[config.mk]
export PLATFORM = sky130hd
export DESIGN_NAME = ifetch_unit_flat
export DESIGN_NICKNAME = d
export VERILOG_FILES = /design/src/rtl/ifetch_unit_if.sv /design/src/rtl/ifetch_unit.sv /design/src/flat_wrapper.sv
export SDC_FILE = /design/constraint.sdc
export NUM_CORES = 1
export LEC_CHECK = 0
export CORE_ASPECT_RATIO = 0.8
export CORE_UTILIZATION = 35
export CTS_CLUSTER_SIZE = 40
export DETAILED_ROUTE_END_ITERATION = 12
export DONT_BUFFER_PORTS = 1
export REMOVE_ABC_BUFFERS = 1
export SYNTH_ARGS = -nofsm -noshare
export SYNTH_HDL_FRONTEND = slang
export SYNTH_SLANG_ARGS = --single-unit
export TNS_END_PERCENT = 30
[constraint.sdc]
create_clock -name clock -period 3.8 [get_ports clock]
set_clock_uncertainty 0.2 [all_clocks]
set_input_delay 0.57 -clock clock [delete_from_list [all_inputs] [get_ports clock]]
set_output_delay 0.57 -clock clock [all_outputs]
set_load 0.02 [all_outputs]
[src/rtl/ifetch_unit_if.sv]
// ifetch_unit_if: instruction-memory request/response bus between fetch unit and imem
//   imem_req    fetch request, held until imem_rvalid
//   imem_addr   14-bit word address
//   imem_rvalid response strobe, accepted only while a request is open
//   imem_rdata  32-bit instruction word
interface ifetch_unit_if;
  logic        imem_req;
  logic [13:0] imem_addr;
  logic        imem_rvalid;
  logic [31:0] imem_rdata;
  modport master(output imem_req, imem_addr, input imem_rvalid, imem_rdata);
  modport slave(input imem_req, imem_addr, output imem_rvalid, imem_rdata);
endinterface

[src/rtl/ifetch_unit.sv]
// ifetch_unit: PC sequencing and instruction fetch (IDLE -> REQ -> EXEC loop, optional FAULT)
//   clock, reset_n            rising-edge clock, async active-low reset
//   Addr_Result, Zero         branch target and zero flag from execute
//   Read_data_1               rs value, Jr target
//   Branch/nBranch/Jmp/Jal/Jr control decode of the current Instruction
//   cpu_stall                 holds the current instruction in EXEC
//   imem                      ifetch_unit_if master (req/addr/rvalid/rdata)
//   Instruction, PC_plus_4, link_addr, instr_valid, fetch_fault
//   IFETCH_ALIGN_CHECK_EN     when defined, a misaligned Jr target locks the unit in FAULT
module ifetch_unit (
  input  logic                 clock,
  input  logic                 reset_n,
  input  logic [31:0]          Addr_Result,
  input  logic                 Zero,
  input  logic [31:0]          Read_data_1,
  input  logic                 Branch,
  input  logic                 nBranch,
  input  logic                 Jmp,
  input  logic                 Jal,
  input  logic                 Jr,
  input  logic                 cpu_stall,
  ifetch_unit_if.master        imem,
  output logic [31:0]          Instruction,
  output logic [31:0]          PC_plus_4,
  output logic [31:0]          link_addr,
  output logic                 instr_valid,
  output logic                 fetch_fault
);
  typedef enum logic [1:0] {IDLE, REQ, EXEC, FAULT} state_t;
  state_t state, state_nx;
  logic [31:0] pc, next_pc, jr_tgt;
  logic commit, taken, misalign;
  assign PC_plus_4 = pc + 32'd4;
  assign imem.imem_addr = pc[15:2];
  assign commit = instr_valid & ~cpu_stall;
  assign taken = (Branch & Zero) | (nBranch & ~Zero);
`ifdef IFETCH_ALIGN_CHECK_EN
  assign jr_tgt = Read_data_1;
  assign misalign = Jr & |Read_data_1[1:0];
  assign fetch_fault = state == FAULT;
`else
  assign jr_tgt = Read_data_1 & 32'hFFFF_FFFC;
  assign misalign = 1'b0;
  assign fetch_fault = 1'b0;
`endif
  assign next_pc = Jr ? jr_tgt :
                   (Jmp | Jal) ? {PC_plus_4[31:28], Instruction[25:0], 2'b00} :
                   taken ? Addr_Result : PC_plus_4;
  always_ff @(posedge clock or negedge reset_n)
    if (!reset_n) state <= IDLE;
    else state <= state_nx;
  // Outputs decode from the state register only, so nothing depends combinationally on imem_rdata.
  always_comb begin
    state_nx = state;
    imem.imem_req = 1'b0;
    instr_valid = 1'b0;
    case (state)
      IDLE: state_nx = REQ;
      REQ: begin
        imem.imem_req = 1'b1;
        state_nx = imem.imem_rvalid ? EXEC : REQ;
      end
      EXEC: begin
        instr_valid = 1'b1;
        state_nx = ~commit ? EXEC : misalign ? FAULT : REQ;
      end
      default: state_nx = state;
    endcase
  end
  always_ff @(posedge clock or negedge reset_n)
    if (!reset_n) begin
      pc <= '0;
      Instruction <= '0;
      link_addr <= '0;
    end else begin
      if (state == REQ && imem.imem_rvalid) Instruction <= imem.imem_rdata;
      if (commit && !misalign) pc <= next_pc;
      if (commit && Jal) link_addr <= PC_plus_4;
    end
endmodule

[src/flat_wrapper.sv]
// flat-port wrapper written by rule: the top's interface ports become plain ports
module ifetch_unit_flat 
  (clock, reset_n, Addr_Result, Zero, Read_data_1, Branch, nBranch, Jmp, Jal, Jr, cpu_stall, Instruction, PC_plus_4, link_addr, instr_valid, fetch_fault, imem_imem_req, imem_imem_addr, imem_imem_rvalid, imem_imem_rdata);
  ifetch_unit_if imem_i ();
  input  logic clock;
  input  logic reset_n;
  input  logic [31:0] Addr_Result;
  input  logic Zero;
  input  logic [31:0] Read_data_1;
  input  logic Branch;
  input  logic nBranch;
  input  logic Jmp;
  input  logic Jal;
  input  logic Jr;
  input  logic cpu_stall;
  output logic [31:0] Instruction;
  output logic [31:0] PC_plus_4;
  output logic [31:0] link_addr;
  output logic instr_valid;
  output logic fetch_fault;
  output wire logic [$bits(imem_i.imem_req)-1:0] imem_imem_req;
  output wire logic [$bits(imem_i.imem_addr)-1:0] imem_imem_addr;
  input wire logic [$bits(imem_i.imem_rvalid)-1:0] imem_imem_rvalid;
  input wire logic [$bits(imem_i.imem_rdata)-1:0] imem_imem_rdata;
  assign imem_imem_req = imem_i.imem_req;
  assign imem_imem_addr = imem_i.imem_addr;
  assign imem_i.imem_rvalid = imem_imem_rvalid;
  assign imem_i.imem_rdata = imem_imem_rdata;
  ifetch_unit u_core (.clock(clock), .reset_n(reset_n), .Addr_Result(Addr_Result), .Zero(Zero), .Read_data_1(Read_data_1), .Branch(Branch), .nBranch(nBranch), .Jmp(Jmp), .Jal(Jal), .Jr(Jr), .cpu_stall(cpu_stall), .imem(imem_i), .Instruction(Instruction), .PC_plus_4(PC_plus_4), .link_addr(link_addr), .instr_valid(instr_valid), .fetch_fault(fetch_fault));
endmodule
==> flow_summary.rst, run 1 <==
.. list-table::
   :header-rows: 1

   * - Metric
     - Value
   * - Overflow left after global routing
     - 0
   * - Port Buf Inserts
     - 0
   * - Commonest non-fill, non-tap cell in the layout
     - dfrtp_1
   * - Final critical path time including I/O delays and setup
     - 3580 ps
   * - Final Net Count
     - 624
   * - Max-capacitance violation count
     - 0
   * - Delay of the slowest critical-path stage
     - 600 ps
   * - Fillers
     - 1527
   * - Worst-Skew Late Latency
     - 340 ps
   * - Total number of yosys warnings
     - 0
   * - Max FO, Critical Path
     - 8
   * - Max Clk Rate
     - 280 MHz
   * - TritonCTS clock tree
     - built
   * - Vias/cell
     - 5.66
   * - Largest net degree at the start of global routing
     - 99
   * - Total power after layout
     - 5.20 mW
   * - Bufs and invs on worst path
     - 0
   * - Total negative slack
     - 0 ps
   * - Clock-pin slew on the worst setup and hold paths
     - 70 ps
   * - Post-synth ARST share
     - 100%
   * - Remaining antenna violation count
     - 0
   * - Drt first pass iters
     - 7
   * - Slack of the worst reg-to-reg path
     - 820 ps
   * - Max-slew violations
     - 0
   * - Critical Setup Path Class
     - reg2out
   * - Remaining max-slew budget at the tightest pin
     - 37.2%
   * - Die width
     - 142 um
   * - TritonCTS Sinks
     - 98
   * - Detailed Route Iter0 Violations
     - 212
   * - Number of antenna violations at the first check in global routing
     - 1
   * - Vert. Die Dim
     - 114 um
   * - Total number of vias
     - 4128
   * - Count of buffers added by post-CTS timing repair for setup
     - 0
   * - Final count of negative-setup-slack endpoints
     - 0
   * - Die area
     - 0.0161 sq mm
   * - Placer's final routability congestion estimate
     - 0.797
   * - Leading cell types in the layout, fill and taps excluded
     - dfrtp_1 (98), mux2_2 (58), nand2_1 (57)
   * - VDD IR max
     - 0.000370 V
   * - Flops & latches, synth
     - 98
   * - Area of the mapped netlist
     - 0.00546 sq mm
   * - Core occupancy in the finished layout
     - 39.1%
   * - Cell family with most CP delay
     - simple AND/OR/NAND/NOR gates
   * - Routed WL per cell
     - 22.7 um
   * - Capturing element type of the critical path
     - primary output
   * - Final Instance Area
     - 0.00591 sq mm
   * - Ant diodes
     - 0
   * - Max stage delay cell, worst path
     - dfrtp_1
   * - Vias in the first global route
     - 4177
   * - Tightest Hold Check Type
     - in2reg
   * - Post-Synthesis Cells
     - 542
   * - Slew @ Worst Pin
     - 939 ps
   * - Initial cell density of the core
     - 36.1%
   * - CP Data Arrival Time
     - 2810 ps
   * - Worst hold margin
     - 139 ps
   * - Critical Path Start Type
     - flop
   * - Endpoints failing hold
     - 0
   * - Clock buffers created by TritonCTS
     - 9
   * - Setup repair after global routing missed its margin
     - false
   * - Instance area after placement
     - 0.00553 sq mm
   * - Combined global-route utilization of all metal layers
     - 20.5%
   * - H-tree Lvls
     - 3
   * - First-pass GRT wire length
     - 24.2 mm
   * - EDFF count, synth
     - 0
   * - Total length of routed wires
     - 16.5 mm
   * - Worst EP required
     - 3030 ps
   * - Cell chain of the critical path
     - ha_1 -> nand3_2 -> nor4_4 -> and4_1 -> xor2_1
   * - Number of distinct standard cells referenced by the synthesized netlist
     - 57
   * - Final worst-path cycle share
     - 94.1%
   * - Outcome
     - finished clean
   * - Share of synthesized area occupied by flip-flops and latches
     - 45.0%
   * - Area added between synthesis and finish
     - 8.35%
   * - Mean post-synth cell area
     - 10.1 sq um
   * - Detailed Place HPWL
     - 11.5 mm
   * - Leakage
     - 2.51 nW
   * - Std-Cell Core Area
     - 0.0151 sq mm
   * - Maximum clock path buffer count
     - 2
   * - Placement row count
     - 40
   * - Power per cell area
     - 880 mW/mm^2
   * - Top Ports
     - 219
   * - Remaining routing DRC violations
     - 0
   * - Fraction of final layout cells with drive strength greater than 1
     - 19.8%
   * - Commonest register cell after synthesis
     - dfrtp_1
   * - Buffer cell driving the clock tree root
     - clkbuf_16
-- cell type report --
type / count / area, sq um / share of cell area [%]
Inverter: 17 / 63.8 / 1.08
Timing Repair Buffer: 11 / 105 / 1.78
Clock buffer: 12 / 267 / 4.51
Sequential cell: 98 / 2450 / 41.5
Multi-Input combinational cell: 377 / 2690 / 45.5
Tap cell: 210 / 263 / 4.45
Clock inverter: 4 / 72.6 / 1.23
-- path summary, 6_finish.rpt --
| kind | end | depth (start not counted) | startpoint |
|---|---|---|---|
| setup reg to reg | u_core.link_addr[24] | 6 | u_core.pc[2] |
| setup / recovery | PC_plus_4[24] | 5 | u_core.pc[2] |
| hold / removal | u_core.pc[0] | 1 | Jr |
| hold reg to reg | u_core.state[1] | 2 | u_core.state[1] |
| max in group asynchronous | u_core.pc[16] | 2 | reset_n |
| min in group asynchronous | u_core.pc[17] | 2 | reset_n |
-- routing by layer --
metal	wire (um)	up-vias	GRT usage, %
met5	0	-	0
met4	304	0	7.10
met3	1480	17	7.14
met2	7390	195	31.3
met1	7350	2021	27.0
li1	-	1895	-
-- synth_stat cells, types with 2 or more instances --
| cell type | n | share of area [%] |
|---|---|---|
| a211oi_1 | 7 | 0.96 |
| a21oi_1 | 18 | 1.7 |
| a221o_1 | 3 | 0.55 |
| a221oi_1 | 9 | 1.4 |
| a22oi_1 | 6 | 0.83 |
| a2bb2oi_1 | 4 | 0.64 |
| a31o_2 | 5 | 0.80 |
| a31oi_1 | 4 | 0.46 |
| a32o_1 | 5 | 0.92 |
| and3_1 | 5 | 0.57 |
| and4_1 | 5 | 0.80 |
| buf_1 | 7 | 0.48 |
| buf_2 | 3 | 0.28 |
| buf_4 | 17 | 2.3 |
| clkbuf_1 | 21 | 1.4 |
| dfrtp_1 | 98 | 45 |
| ha_1 | 4 | 0.92 |
| inv_1 | 16 | 1.1 |
| mux2_2 | 58 | 12 |
| nand2_1 | 59 | 4.1 |
| nand2b_1 | 8 | 0.92 |
| nand3_1 | 23 | 2.1 |
| nand3_2 | 2 | 0.37 |
| nand4_1 | 11 | 1.3 |
| nand4b_1 | 3 | 0.48 |
| nor2_1 | 26 | 1.8 |
| nor2b_1 | 2 | 0.23 |
| nor3_1 | 8 | 0.73 |
| nor4_1 | 4 | 0.46 |
| nor4_4 | 2 | 0.78 |
| o211ai_1 | 5 | 0.69 |
| o21ai_0 | 32 | 2.9 |
| o31a_1 | 2 | 0.32 |
| o31ai_1 | 8 | 1.1 |
| o32ai_1 | 2 | 0.32 |
| or3_1 | 3 | 0.34 |
| xnor2_1 | 16 | 2.6 |
| xor2_1 | 12 | 1.9 |
-- registers in the layout (all words and copies together), names as in the netlist --
register / cells
u_core.Instruction: 32
u_core.link_addr: 32
u_core.pc: 32
u_core.state: 2
-- power by group --
part           leakage [nW]  internal (mW)  switching, mW
Sequential             1.20           1.54           1.10
Combinational          1.14          0.645          0.888
Clock                 0.165          0.630          0.398
-- stage by stage --
stage	worst slack (ps)	instances
after global placement	663	711
after global routing	105	729
after CTS	245	729
after floorplan	381	492
after detailed placement	623	711
final	225	729
-- repair_timing --
item                      in CTS  in global routing
resized for setup              0                  0
hold buffers                   2                  0
hold endpoints to repair      98                  0
-- kinds of logic after synthesis --
logic type,share of synthesized area [%]
compound gates,14.6
xor+xnor,4.50
fa+ha+maj,0.917
buf+inv,6.01
flops,45.0
mux,12.4
other cells,0.0687
simple gates,16.6
Power figures use the tool's default switching activity.
==> run 2: changes to the inputs <==
--- a/config.mk
+++ b/config.mk
@@ -6,6 +6,7 @@
 export NUM_CORES = 1
 export LEC_CHECK = 0
 export CORE_ASPECT_RATIO = 0.8
+export CORE_MARGIN = 3
 export CORE_UTILIZATION = 35
 export CTS_CLUSTER_SIZE = 40
 export DETAILED_ROUTE_END_ITERATION = 12
==> flow_summary.rst, run 2 (synthesis gave the netlist of run 1 again) <==
.. list-table::
   :header-rows: 1

   * - Metric
     - Value
   * - Combined global-route utilization of all metal layers
     - 19.7% (was 20.5%)
   * - Overflow left after global routing
     - 0 (unchanged)
   * - VDD IR max
     - 0.000345 V (was 0.000370 V)
   * - Final count of negative-setup-slack endpoints
     - 0 (unchanged)
   * - Worst-Skew Late Latency
     - 340 ps (about the same)
   * - Power per cell area
     - 871 mW/mm^2 (was 880 mW/mm^2)
   * - Multi-input gate area
     - 0.00269 sq mm (unchanged)
   * - Max-capacitance violation count
     - 0 (unchanged)
   * - Total length of routed wires
     - 16.9 mm (was 16.5 mm)
   * - Max FO, Critical Path
     - 7 (was 8)
   * - Leakage
     - 2.49 nW (was 2.51 nW)
   * - Ant diodes
     - 0 (unchanged)
   * - Critical Path Start Type
     - flop (unchanged)
   * - Fillers
     - 1516 (was 1527)
   * - Final Net Count
     - 626 (was 624)
   * - Largest net degree at the start of global routing
     - 99 (unchanged)
   * - Top Ports
     - 219 (unchanged)
   * - Clock buffers created by TritonCTS
     - 9 (unchanged)
   * - Placement row count
     - 40 (unchanged)
   * - Remaining routing DRC violations
     - 0 (unchanged)
   * - Routed WL per cell
     - 23.2 um (was 22.7 um)
   * - Tightest Hold Check Type
     - in2reg (unchanged)
   * - Clock-pin slew on the worst setup and hold paths
     - 70 ps (about the same)
   * - Detailed Route Iter0 Violations
     - 202 (was 212)
   * - Leading cell types in the layout, fill and taps excluded
     - dfrtp_1 (98), mux2_2 (58), nand2_1 (57) (unchanged)
   * - Sequential Area
     - 0.00245 sq mm (unchanged)
   * - TritonCTS clock tree
     - built (unchanged)
   * - Remaining antenna violation count
     - 0 (unchanged)
   * - Commonest non-fill, non-tap cell in the layout
     - dfrtp_1 (unchanged)
   * - FF-to-FF End
     - u_core.link_addr[24] (unchanged)
   * - Number of antenna violations at the first check in global routing
     - 0 (was 1)
   * - Worst EP required
     - 3030 ps (about the same)
   * - Critical Setup Path Class
     - reg2out (unchanged)
   * - Count of buffers added by post-CTS timing repair for setup
     - 0 (unchanged)
   * - Cell chain of the critical path
     - ha_1 -> nand3_2 -> nor4_4 -> and4_1 -> xor2_1 (unchanged)
   * - Clock Power Share
     - 17.9% (was 19.8%)
   * - Total negative slack
     - 0 ps (unchanged)
   * - Switching portion of total power
     - 46.8% (was 45.9%)
   * - Final worst-path cycle share
     - 93.0% (was 94.1%)
   * - Detailed Place HPWL
     - 12.0 mm (was 11.5 mm)
   * - H-tree Lvls
     - 3 (unchanged)
   * - Die width
     - 146 um (was 142 um)
   * - Slew @ Worst Pin
     - 966 ps (was 939 ps)
   * - Max stage delay cell, worst path
     - dfrtp_1 (unchanged)
   * - End point of the critical path
     - PC_plus_4[24] (unchanged)
   * - Remaining max-slew budget at the tightest pin
     - 35.4% (was 37.2%)
   * - Start of the worst register-to-register path
     - u_core.pc[3] (was u_core.pc[2])
   * - Area added between synthesis and finish
     - 7.68% (was 8.35%)
   * - Capturing element type of the critical path
     - primary output (unchanged)
   * - Setup repair after global routing missed its margin
     - false (unchanged)
   * - Worst hold margin
     - 133 ps (was 139 ps)
   * - Total number of vias
     - 4276 (was 4128)
   * - Outcome
     - finished clean (unchanged)
   * - Vias/cell
     - 5.86 (was 5.66)
   * - Largest registers ranked by flip-flop count
     - u_core.Instruction x32, u_core.link_addr x32, u_core.pc x32 (unchanged)
   * - Sequential Power Share
     - 51.5% (was 50.8%)
   * - Buffer cell driving the clock tree root
     - clkbuf_16 (unchanged)
   * - Max-slew violations
     - 0 (unchanged)
   * - Fraction of final layout cells with drive strength greater than 1
     - 19.4% (was 19.8%)
   * - CP Data Arrival Time
     - 2760 ps (was 2810 ps)
   * - Depth of the worst register-to-register path
     - 6 (unchanged)
   * - Std-Cell Core Area
     - 0.0151 sq mm (unchanged)
   * - Delay of the slowest critical-path stage
     - 560 ps (was 600 ps)
   * - Max Clk Rate
     - 283 MHz (was 280 MHz)
   * - Placer's final routability congestion estimate
     - 0.759 (was 0.797)
   * - Die area
     - 0.0171 sq mm (was 0.0161 sq mm)
   * - Critical path launch point
     - u_core.pc[3] (was u_core.pc[2])
   * - TritonCTS Sinks
     - 98 (unchanged)
   * - Endpoints failing hold
     - 0 (unchanged)
   * - Vias in the first global route
     - 4552 (was 4177)
   * - Final critical path time including I/O delays and setup
     - 3530 ps (was 3580 ps)
   * - Initial cell density of the core
     - 36.1% (unchanged)
   * - First-pass GRT wire length
     - 26.4 mm (was 24.2 mm)
   * - Drt first pass iters
     - 5 (was 7)
   * - Vert. Die Dim
     - 118 um (was 114 um)
   * - Maximum clock path buffer count
     - 2 (unchanged)
   * - Int Pwr
     - 2.72 mW (was 2.82 mW)
   * - Port Buf Inserts
     - 0 (unchanged)
   * - Comb power frac
     - 30.6% (was 29.5%)
   * - Slack of the worst reg-to-reg path
     - 860 ps (was 820 ps)
   * - NetSw
     - 2.40 mW (was 2.39 mW)
## run 2: changes by cell type in the layout (fill, tap and decap cells not counted), sizes merged
cell / previous run / this run
bufinv: 2 / 1
buf: 10 / 12
clkinv: 2 / 1
clkbuf: 12 / 13
## run 2: stage by stage
stage / power (mW) / utilization (%) / worst slack [ps] / cells / area (sq um)
floorplan: 3.71 / - / 381 / 492 / 5190
global placement: 4.11 / 36.7 / 689 / 713 / 5550
detailed placement: 4.20 / 36.7 / 647 / 713 / 5550
CTS: 5.15 / 38.9 / 264 / 730 / 5870
global route: 5.42 / 38.9 / 169 / 730 / 5870
finish: 5.11 / 38.9 / 267 / 730 / 5870
## run 2: worst min path at each step
stage	start	to	slack, ps	cells past startpoint
final	Jr	u_core.pc[0]	130	1
after floorplan	reset_n	u_core.Instruction[0]	70	0
after global routing	Jr	u_core.pc[1]	110	1
after CTS	Jr	u_core.pc[0]	110	1
after detailed placement	reset_n	u_core.link_addr[26]	80	0
after global placement	reset_n	u_core.link_addr[25]	80	0
## run 2: cell type report
class                   count  share of cell area [%]
repair buffers             13                    2.04
clock inverters             2                   0.639
multi-input cells         377                    45.8
well taps                 210                    4.47
flip-flops and latches     98                    41.7
clock buffers              13                    4.26
inverters                  17                    1.09
## run 2: per-layer routing
| layer | up-vias | GRT usage (%) | share of wire, % |
|---|---|---|---|
| li1 | 1901 | - | - |
| met1 | 2157 | 25.0 | 43 |
| met2 | 194 | 32.0 | 47 |
| met3 | 24 | 6.93 | 8.4 |
| met4 | 0 | 5.40 | 1.9 |
| met5 | - | 0 | 0 |
## run 2: critical path: cells and delay by family (launching register included)
family	cells	cell delay, ps
xor gates and xnor gates	1	470
and+or+nand+nor	3	1110
DFF	1	560
adders and majority gates	1	280
## run 2: power by group through the flow
| stage | Combinational, mW | Sequential (mW) | Clock (mW) |
|---|---|---|---|
| floorplan | 1.25 | 2.47 | 0 |
| global placement | 1.49 | 2.62 | 0 |
| detailed placement | 1.55 | 2.66 | 0 |
| CTS | 1.58 | 2.64 | 0.940 |
| global route | 1.72 | 2.71 | 0.984 |
| finish | 1.56 | 2.63 | 0.916 |
## run 2: repair_timing
item / CTS / global route
resized for setup: 0 / 0
hold endpoints to repair: 98 / 0
hold buffers: 2 / 0
==> run 3: changes to the inputs <==
--- a/config.mk
+++ b/config.mk
@@ -11,6 +11,7 @@
 export CTS_CLUSTER_SIZE = 40
 export DETAILED_ROUTE_END_ITERATION = 12
 export DONT_BUFFER_PORTS = 1
+export PLACE_DENSITY = 0.5
 export REMOVE_ABC_BUFFERS = 1
 export SYNTH_ARGS = -nofsm -noshare
 export SYNTH_HDL_FRONTEND = slang
==> flow_summary.rst, run 3 (synthesis gave the netlist of run 1 again) <==
.. list-table::
   :header-rows: 1

   * - Metric
     - Value
   * - Outcome
     - finished clean (unchanged)
   * - Worst-Skew Late Latency
     - 340 ps (about the same)
   * - Depth of the worst register-to-register path
     - 6 (unchanged)
   * - TritonCTS Sinks
     - 98 (unchanged)
   * - Clock buffers created by TritonCTS
     - 9 (unchanged)
   * - Final critical path time including I/O delays and setup
     - 3480 ps (was 3530 ps)
   * - Placer's final routability congestion estimate
     - 0.729 (was 0.759)
   * - Setup repair after global routing missed its margin
     - false (unchanged)
   * - Slew @ Worst Pin
     - 853 ps (was 966 ps)
   * - Tightest Hold Check Type
     - in2reg (unchanged)
   * - Final Net Count
     - 627 (was 626)
   * - Combined global-route utilization of all metal layers
     - 19.7% (about the same)
   * - Initial cell density of the core
     - 36.1% (unchanged)
   * - TritonCTS clock tree
     - built (unchanged)
   * - Vias/cell
     - 5.69 (was 5.86)
   * - Detailed Place HPWL
     - 12.2 mm (was 12.0 mm)
   * - Largest registers ranked by flip-flop count
     - u_core.Instruction x32, u_core.link_addr x32, u_core.pc x32 (unchanged)
   * - Endpoints failing hold
     - 0 (unchanged)
   * - Max stage delay cell, worst path
     - dfrtp_1 (unchanged)
   * - First-pass GRT wire length
     - 26.5 mm (was 26.4 mm)
   * - # hold bufs at CTS
     - 2 (unchanged)
   * - Total number of vias
     - 4161 (was 4276)
   * - Core occupancy in the finished layout
     - 39.0% (was 38.9%)
   * - Slack of the worst reg-to-reg path
     - 920 ps (was 860 ps)
   * - Capturing element type of the critical path
     - primary output (unchanged)
   * - Die width
     - 146 um (unchanged)
   * - Delay of the slowest critical-path stage
     - 600 ps (was 560 ps)
   * - VDD IR max
     - 0.000313 V (was 0.000345 V)
   * - Vias in the first global route
     - 4368 (was 4552)
   * - Startpoint of the most critical hold path
     - Jr (unchanged)
   * - Final worst-path cycle share
     - 91.7% (was 93.0%)
   * - Hold Path End
     - u_core.pc[1] (was u_core.pc[0])
   * - Number of gates on the worst path with buffers counted
     - 5 (unchanged)
   * - Remaining antenna violation count
     - 0 (unchanged)
   * - Power per cell area
     - 867 mW/mm^2 (was 871 mW/mm^2)
   * - Leading cell types in the layout, fill and taps excluded
     - dfrtp_1 (98), mux2_2 (58), nand2_1 (57) (unchanged)
   * - WHS Path Cells
     - 1 (unchanged)
   * - Largest net degree at the start of global routing
     - 99 (unchanged)
   * - H-tree Lvls
     - 3 (unchanged)
   * - Port Buf Inserts
     - 0 (unchanged)
   * - Cell chain of the critical path
     - ha_1 -> nand3_2 -> nor4_4 -> and4_1 -> xor2_1 (unchanged)
   * - Count of buffers added by post-CTS timing repair for setup
     - 0 (unchanged)
   * - Overflow left after global routing
     - 0 (unchanged)
   * - Placement row count
     - 40 (unchanged)
   * - Vert. Die Dim
     - 118 um (unchanged)
   * - Max FO, Critical Path
     - 8 (was 7)
   * - Top Ports
     - 219 (unchanged)
   * - Total negative slack
     - 0 ps (unchanged)
   * - Commonest non-fill, non-tap cell in the layout
     - dfrtp_1 (unchanged)
   * - Remaining routing DRC violations
     - 0 (unchanged)
   * - Critical Path Start Type
     - flop (unchanged)
   * - Total length of routed wires
     - 16.9 mm (about the same)
   * - Critical Setup Path Class
     - reg2out (unchanged)
   * - CP Data Arrival Time
     - 2710 ps (was 2760 ps)
   * - Leakage
     - 2.50 nW (was 2.49 nW)
   * - Clock-pin slew on the worst setup and hold paths
     - 70 ps (about the same)
   * - Final count of negative-setup-slack endpoints
     - 0 (unchanged)
   * - Routed WL per cell
     - 23.1 um (was 23.2 um)
   * - Maximum clock path buffer count
     - 2 (unchanged)
   * - Max-capacitance violation count
     - 0 (unchanged)
   * - FF-to-FF End
     - u_core.link_addr[24] (unchanged)
   * - Cell family with most CP delay
     - simple AND/OR/NAND/NOR gates (unchanged)
   * - Worst EP required
     - 3030 ps (about the same)
   * - PostCTS Resize Cnt
     - 0 (unchanged)
   * - Std-Cell Core Area
     - 0.0151 sq mm (unchanged)
   * - Fraction of final layout cells with drive strength greater than 1
     - 19.6% (was 19.4%)
   * - Drt first pass iters
     - 4 (was 5)
   * - Detailed Route Iter0 Violations
     - 223 (was 202)
   * - Start of the worst register-to-register path
     - u_core.pc[2] (was u_core.pc[3])
   * - Ant diodes
     - 0 (unchanged)
   * - Max Clk Rate
     - 287 MHz (was 283 MHz)
   * - Remaining max-slew budget at the tightest pin
     - 43.0% (was 35.4%)
   * - Max-slew violations
     - 0 (unchanged)
   * - Bufs and invs on worst path
     - 0 (unchanged)
   * - Number of antenna violations at the first check in global routing
     - 0 (unchanged)
   * - Buffer cell driving the clock tree root
     - clkbuf_16 (unchanged)
   * - Area added between synthesis and finish
     - 8.07% (was 7.68%)
   * - Die area
     - 0.0171 sq mm (unchanged)
run 3: cell type report:
cell class                      instances  area [sq um]
Sequential cell                        98          2450
Tap cell                              210           263
Clock buffer                           12           236
Inverter                               17          63.8
Timing Repair Buffer                   14           128
Fill cell                            1537          9220
Multi-Input combinational cell        377          2690
Clock inverter                          3          65.1
run 3: power by group:
part | internal, mW | switching [mW] | total [mW] | leakage [nW]
logic | 0.646 | 0.880 | 1.53 | 1.15
registers | 1.54 | 1.09 | 2.63 | 1.20
clock network | 0.573 | 0.383 | 0.957 | 0.147
run 3: worst max-delay path by stage:
stage,startpoint,endpoint,slack [ps]
after floorplan,u_core.state[0],u_core.link_addr[0],380
after global placement,u_core.pc[2],PC_plus_4[24],670
after detailed placement,u_core.pc[2],PC_plus_4[24],650
after CTS,u_core.pc[2],PC_plus_4[24],260
after global routing,u_core.pc[2],PC_plus_4[24],160
final,u_core.pc[2],PC_plus_4[24],320
run 3: metrics by stage:
step	instances	area [sq um]	total power [mW]	hold WS [ps]	worst slack, ps
global route	731	5900	5.45	106	158
finish	731	5900	5.11	133	315
global placement	714	5560	4.12	76.8	672
floorplan	492	5190	3.71	74.4	381
detailed placement	714	5560	4.19	77.2	647
CTS	731	5900	5.19	111	260
run 3: metal layers:
metal	part of all wire, %	up-vias	GRT usage (%)	wire (um)
li1	-	1903	-	-
met1	43	2078	26.2	7330
met2	47	169	31.0	7980
met3	8.5	11	6.93	1440
met4	0.85	0	4.39	144
met5	0	-	0	0
